$ cat config.mk
export PLATFORM = sky130hd
export DESIGN_NAME = regfile_load_writer
export DESIGN_NICKNAME = d
export VERILOG_FILES = /design/src/rtl/regfile_load_writer.sv
export SDC_FILE = /design/constraint.sdc
export NUM_CORES = 1
export LEC_CHECK = 0
export ABC_CLOCK_PERIOD_IN_PS = 3200
export CAP_MARGIN = 20
export CORE_ASPECT_RATIO = 1.4
export CORE_MARGIN = 3
export CORE_UTILIZATION = 30
export CTS_CLUSTER_SIZE = 24
export DETAILED_ROUTE_END_ITERATION = 8
export GPL_TIMING_DRIVEN = 0
export HOLD_SLACK_MARGIN = 0.1
export SETUP_SLACK_MARGIN = 0.5
export SYNTH_ARGS = -nofsm -noshare
export SYNTH_HDL_FRONTEND = slang
export SYNTH_SLANG_ARGS = --single-unit
$ cat constraint.sdc
create_clock -name Clk -period 3.2 [get_ports Clk]
set_input_delay 0.48 -clock Clk [delete_from_list [all_inputs] [get_ports Clk]]
set_output_delay 0.48 -clock Clk [all_outputs]
set_load 0.1 [all_outputs]
$ cat src/rtl/regfile_load_writer.sv
// Write-side sequencer for the register file.
// Queues load requests, reads each one from the 1-cycle synchronous data
// memory and retires it through the shared register-file write port.
// ALU results use the same port with zero latency; an ALU write that would
// overtake a pending load to the same register is stalled instead.
module regfile_load_writer #(
    parameter int W     = 8,
    parameter int D     = 2,
    parameter int A     = 8,
    parameter int DEPTH = 2
) (
    input  logic         Clk,
    input  logic         Reset,
    input  logic         AluValid,
    input  logic         AluDest,
    input  logic [D-1:0] AluAddr,
    input  logic [W-1:0] AluData,
    output logic         AluStall,
    input  logic         LdValid,
    output logic         LdReady,
    input  logic         LdDest,
    input  logic [D-1:0] LdAddr,
    input  logic [A-1:0] LdMemAddr,
    output logic         MemRdEn,
    output logic [A-1:0] MemAddr,
    input  logic [W-1:0] MemData,
    output logic         WriteEn,
    output logic         Destination,
    output logic [D-1:0] Waddr,
    output logic [W-1:0] DataIn,
    output logic         Busy
);

    localparam int PW = (DEPTH > 1) ? $clog2(DEPTH) : 1;

    localparam logic [1:0] S_IDLE = 2'd0;
    localparam logic [1:0] S_RESP = 2'd1;
    localparam logic [1:0] S_HOLD = 2'd2;

    localparam logic [PW:0] L_FULL = (PW+1)'(DEPTH);

    // Pending-load queue storage and control
    logic         r_q_dest [DEPTH];
    logic [D-1:0] r_q_addr [DEPTH];
    logic [A-1:0] r_q_mem  [DEPTH];
    logic [PW-1:0] r_wptr;
    logic [PW-1:0] r_rptr;
    logic [PW:0]   r_count;

    // Sequencer state and the load currently being retired
    logic [1:0]   r_state;
    logic         r_cur_dest;
    logic [D-1:0] r_cur_addr;
    logic [W-1:0] r_hold_data;

    logic         w_ld_ready;
    logic         w_push;
    logic         w_pop;
    logic         w_hazard;
    logic         w_stall;
    logic         w_alu_go;
    logic [PW-1:0] w_idx;
    logic [1:0]   w_next_state;
    logic         w_we;
    logic         w_dest;
    logic [D-1:0] w_addr;
    logic [W-1:0] w_data;
    logic         w_rd_en;
    logic [A-1:0] w_rd_addr;

    // Two targets collide when both are the accumulator, or the same general register
    function automatic logic f_match(input logic d1, input logic [D-1:0] a1,
                                     input logic d2, input logic [D-1:0] a2);
        return (!d1 && !d2) || (d1 && d2 && (a1 == a2));
    endfunction

    assign w_ld_ready = (r_count != L_FULL);
    assign w_push     = LdValid && w_ld_ready;
    assign w_pop      = (r_state == S_IDLE) && (r_count != '0);

    // Scan every occupied queue slot plus the in-flight/held load for an ALU target clash
    always_comb begin
        w_hazard = 1'b0;
        w_idx    = '0;
        for (int k = 0; k < DEPTH; k++) begin
            w_idx = r_rptr + PW'(k);
            if (((PW+1)'(k) < r_count) &&
                f_match(AluDest, AluAddr, r_q_dest[w_idx], r_q_addr[w_idx]))
                w_hazard = 1'b1;
        end
        if ((r_state != S_IDLE) && f_match(AluDest, AluAddr, r_cur_dest, r_cur_addr))
            w_hazard = 1'b1;
    end

    assign w_stall  = AluValid && ((r_state == S_HOLD) || w_hazard);
    assign w_alu_go = AluValid && !w_stall;

    // Write-port arbitration, memory read strobe and next-state selection
    always_comb begin
        w_next_state = r_state;
        w_we         = 1'b0;
        w_dest       = 1'b0;
        w_addr       = '0;
        w_data       = '0;
        w_rd_en      = 1'b0;
        w_rd_addr    = '0;
        case (r_state)
            S_IDLE: begin
                if (w_alu_go) begin
                    w_we   = 1'b1;
                    w_dest = AluDest;
                    w_addr = AluAddr;
                    w_data = AluData;
                end
                if (w_pop) begin
                    w_rd_en      = 1'b1;
                    w_rd_addr    = r_q_mem[r_rptr];
                    w_next_state = S_RESP;
                end
            end
            S_RESP: begin
                w_we = 1'b1;
                if (w_alu_go) begin
                    w_dest       = AluDest;
                    w_addr       = AluAddr;
                    w_data       = AluData;
                    w_next_state = S_HOLD;
                end else begin
                    w_dest       = r_cur_dest;
                    w_addr       = r_cur_addr;
                    w_data       = MemData;
                    w_next_state = S_IDLE;
                end
            end
            S_HOLD: begin
                w_we         = 1'b1;
                w_dest       = r_cur_dest;
                w_addr       = r_cur_addr;
                w_data       = r_hold_data;
                w_next_state = S_IDLE;
            end
            default: w_next_state = S_IDLE;
        endcase
    end

    // Queue pointers and occupancy
    always_ff @(posedge Clk or negedge Reset) begin
        if (!Reset) begin
            r_wptr  <= '0;
            r_rptr  <= '0;
            r_count <= '0;
        end else begin
            if (w_push) r_wptr <= r_wptr + 1'b1;
            if (w_pop)  r_rptr <= r_rptr + 1'b1;
            r_count <= r_count + {{PW{1'b0}}, w_push} - {{PW{1'b0}}, w_pop};
        end
    end

    // Queue entry storage, written at the tail on each accepted load
    always_ff @(posedge Clk or negedge Reset) begin
        if (!Reset) begin
            for (int i = 0; i < DEPTH; i++) begin
                r_q_dest[i] <= 1'b0;
                r_q_addr[i] <= '0;
                r_q_mem[i]  <= '0;
            end
        end else if (w_push) begin
            r_q_dest[r_wptr] <= LdDest;
            r_q_addr[r_wptr] <= LdAddr;
            r_q_mem[r_wptr]  <= LdMemAddr;
        end
    end

    // Sequencer state, in-flight load target and bumped-load hold register
    always_ff @(posedge Clk or negedge Reset) begin
        if (!Reset) begin
            r_state     <= S_IDLE;
            r_cur_dest  <= 1'b0;
            r_cur_addr  <= '0;
            r_hold_data <= '0;
        end else begin
            r_state <= w_next_state;
            if (w_pop) begin
                r_cur_dest <= r_q_dest[r_rptr];
                r_cur_addr <= r_q_addr[r_rptr];
            end
            if ((r_state == S_RESP) && w_alu_go)
                r_hold_data <= MemData;
        end
    end

    // Outputs are forced quiet while reset is held; Waddr is zero for accumulator writes
    assign WriteEn     = Reset && w_we;
    assign Destination = Reset && w_we && w_dest;
    assign Waddr       = (Reset && w_we && w_dest) ? w_addr : '0;
    assign DataIn      = (Reset && w_we) ? w_data : '0;
    assign MemRdEn     = Reset && w_rd_en;
    assign MemAddr     = (Reset && w_rd_en) ? w_rd_addr : '0;
    assign AluStall    = Reset && w_stall;
    assign Busy        = Reset && ((r_count != '0) || (r_state != S_IDLE));
    assign LdReady     = !Reset || w_ld_ready;

endmodule

==> impl_metrics.json <==
{
  "status": "finished, final reports clean",
  "wl_per_cell_um": 14.4,
  "fill_cells": 657,
  "start_util_pct": 31.3,
  "slowest_stage": "clkdlybuf4s50_1",
  "clk_pin_slew_ns": 0.08,
  "synth_nets": 237,
  "syn_inst": 197,
  "cp_slowest_stage_delay_ns": 0.50,
  "cp.required_ns": 2.72,
  "routed_wl_mm": 5.28,
  "core_area_mm2": 0.00703,
  "end_kind": "primary output",
  "antenna_found_initial": 0,
  "numClockSinks": 39,
  "drtPass1Iterations": 4,
  "drt-vias-per-instance": 4.71,
  "crit_start": "AluAddr[0]",
  "grt_usage_pct": 13.3,
  "die_h_um": 107,
  "max_cap_violations": 0,
  "cts_made_buffers": 5,
  "synth_seq_cells": 39,
  "place.gp.congestion": 0.702,
  "synthDistinctLibCells": 35,
  "layout-drive-gt1-share_pct": 45.4,
  "diodes": 0,
  "clk_latency_ns": 0.29,
  "portBuffers": 57,
  "rsz0062_at_grt": "yes",
  "period_minus_slack_ns": 3.09,
  "ys_warn_count": 0,
  "hp-class": "in -> async",
  "hold_viol_final": 0,
  "pre_cts_ws_ns": -1.12,
  "clock_path_buffers": 2,
  "drc": 0,
  "via_count": 1724,
  "dieWidth_um": 78.4,
  "fin_hold_ws_ns": 0.0953,
  "grt_first_pass_wirelength_mm": 8.87,
  "grt_max_degree": 27,
  "yosys-top-cells-area": "dfrtp_1 (44%), mux2_2 (16%), mux2i_1 (9.1%), xnor2_1 (3.6%), ha_1 (3.4%)",
  "drt-initial-drc-count": 30,
  "die_area_mm2": 0.00841,
  "cts_htree_levels": 2,
  "setup_viol_count_final": 0,
  "fin_util_pct": 50.1,
  "crit_arrival_ns": 2.61,
  "clock_skew_ns": 0.00440,
  "rows": 36,
  "grt_overflow": 0,
  "syn_area_per_cell_um2": 11.2,
  "cts_hold_buf": 0,
  "layout.nets": 311,
  "fin_crit_sh_pct": 96.6,
  "worstReg2RegStart": "r_rptr",
  "cts_tree": "done",
  "yosysTopAreaCellShare_pct": 44.4,
  "criticalPathCategory": "in -> out",
  "antenna_left": 0,
  "max_slew_margin_pct": 36.5,
  "start_kind": "primary input",
  "synth_area_mm2": 0.00220,
  "critPathMaxFanout": 10,
  "num_io_pins": 58,
  "area_delta_synth_final_pct": 60.1,
  "cts_root_buf": "clkbuf_8",
  "fmaxAchievable_mhz": 323,
  "layout_setup_ws_ns": 0.108,
  "worstMarginPinSlew_ns": 0.956,
  "path_cells": "clkdlybuf4s50_1 > xor2_1 > nor3b_1 > nand3_2 > nand3_1 > buf_6 > mux2i_1 > o21ai_4 > buf_12",
  "grt_pass1_vias": 1819,
  "hpwlAfterDp_mm": 3.85,
  "seq_area_frac_synth_pct": 44.4,
  "yosysTopAreaCell": "dfrtp_1",
  "slew_viol_final": 0
}
==> through the flow <==
step,instance area [µm²],setup TNS (ns),cells
after floorplan,2360,0,197
after global routing,3520,-0.0656,366
after global placement,3050,-45.55,349
after CTS,3440,0,364
after detailed placement,3070,-14.40,350
final,3520,0,366
==> routing by layer <==
| metal | vias up | part of all wire, % | GRT usage [%] |
|---|---|---|---|
| li1 | 840 | - | - |
| met4 | 0 | 1.2 | 3.38 |
| met5 | - | 0 | 0 |
| met3 | 5 | 5.4 | 3.10 |
| met1 | 822 | 41 | 14.7 |
| met2 | 57 | 52 | 25.3 |
==> worst paths after layout <==
kind	end	slack [ns]	cells past startpoint
worst min register to register	r_wptr	0.50	1
max in group asynchronous	r_q_addr[3]	2.68	2
worst max register to register	r_hold_data[3]	0.84	9
min in group Clk	r_wptr	0.50	1
worst max-delay path	DataIn[0]	0.11	9
worst min-delay path	r_hold_data[4]	0.1	1
==> synthesized netlist by cell type <==
library cell	number
dfrtp_1	39
mux2_2	32
mux2i_1	20
nand2_1	19
o21ai_0	11
nor2_1	10
xnor2_1	9
ha_1	6
inv_1	6
and2_1	4
nand3_1	4
nor3_1	4
and3_1	3
a21oi_1	2
a2bb2oi_1	2
buf_1	2
buf_4	2
nand3b_1	2
nor2b_1	2
nor3b_1	2
o21ai_1	2
a21boi_0	1
a22o_1	1
a31oi_1	1
a32oi_1	1
a41o_1	1
buf_2	1
clkbuf_1	1
mux2_4	1
nand2b_1	1
nand4_4	1
nor3_4	1
o21a_1	1
or4_4	1
xor2_1	1
==> cells in the final DEF (no fill, tap or decap), drive strengths merged, types with 7 or more instances in the layout <==
cell type,instances
clkdlybuf4s50,31
nor2,10
clkbuf,7
xnor2,9
nand2,19
buf,37
mux2,33
dfrtp,39
o21ai,13
mux2i,20
==> what timing repair did <==
item                                    4_1_cts  5_1_grt
buffers inserted                              7        2
pin swaps                                    12        4
endpoints found under the setup margin       24       23
gates cloned                                  0        0
resized for setup                           190       19
==> worst max-delay path, delay by kind of cell <==
family	cells	cell delay, ns
buf+inv	3	0.87
simple gates	3	0.62
mux	1	0.32
xor+xnor	1	0.21
compound gates	1	0.10
==> cells by family (layout without fill, tap and decap cells) <==
logic type                 count (synthesis)  count (layout)  synth area share [%]
adders and majority gates                  6               6                  3.41
muxes                                     53              53                  26.2
DFF                                       39              39                  44.4
AOI/OAI and AO/OA                         23              23                  6.43
and+or+nand+nor                           54              54                  13.2
buffers and inverters                     12              86                  2.45
xor gates and xnor gates                  10              10                  3.98
==> layout make-up <==
type	count	area, µm²	area share, %
clock inverters	2	37.5	1.07
multi-input cells	146	1470	41.6
clock buffers	5	68.8	1.95
flip-flops and latches	39	976	27.7
plain buffers	6	53.8	1.53
repair buffers	67	778	22.1
inverters	6	22.5	0.639
well taps	95	119	3.37
==> flip-flops by register name (all words and copies together) (netlist names) <==
name / count
r_count: 2
r_cur_addr: 2
r_cur_dest: 1
r_hold_data: 8
r_q_addr: 4
r_q_dest: 2
r_q_mem: 16
r_rptr: 1
r_state: 2
r_wptr: 1
Power is left out: the tool's default activity adds up to more than one toggle a clock period on the data nets, which glitch-free logic cannot reach.
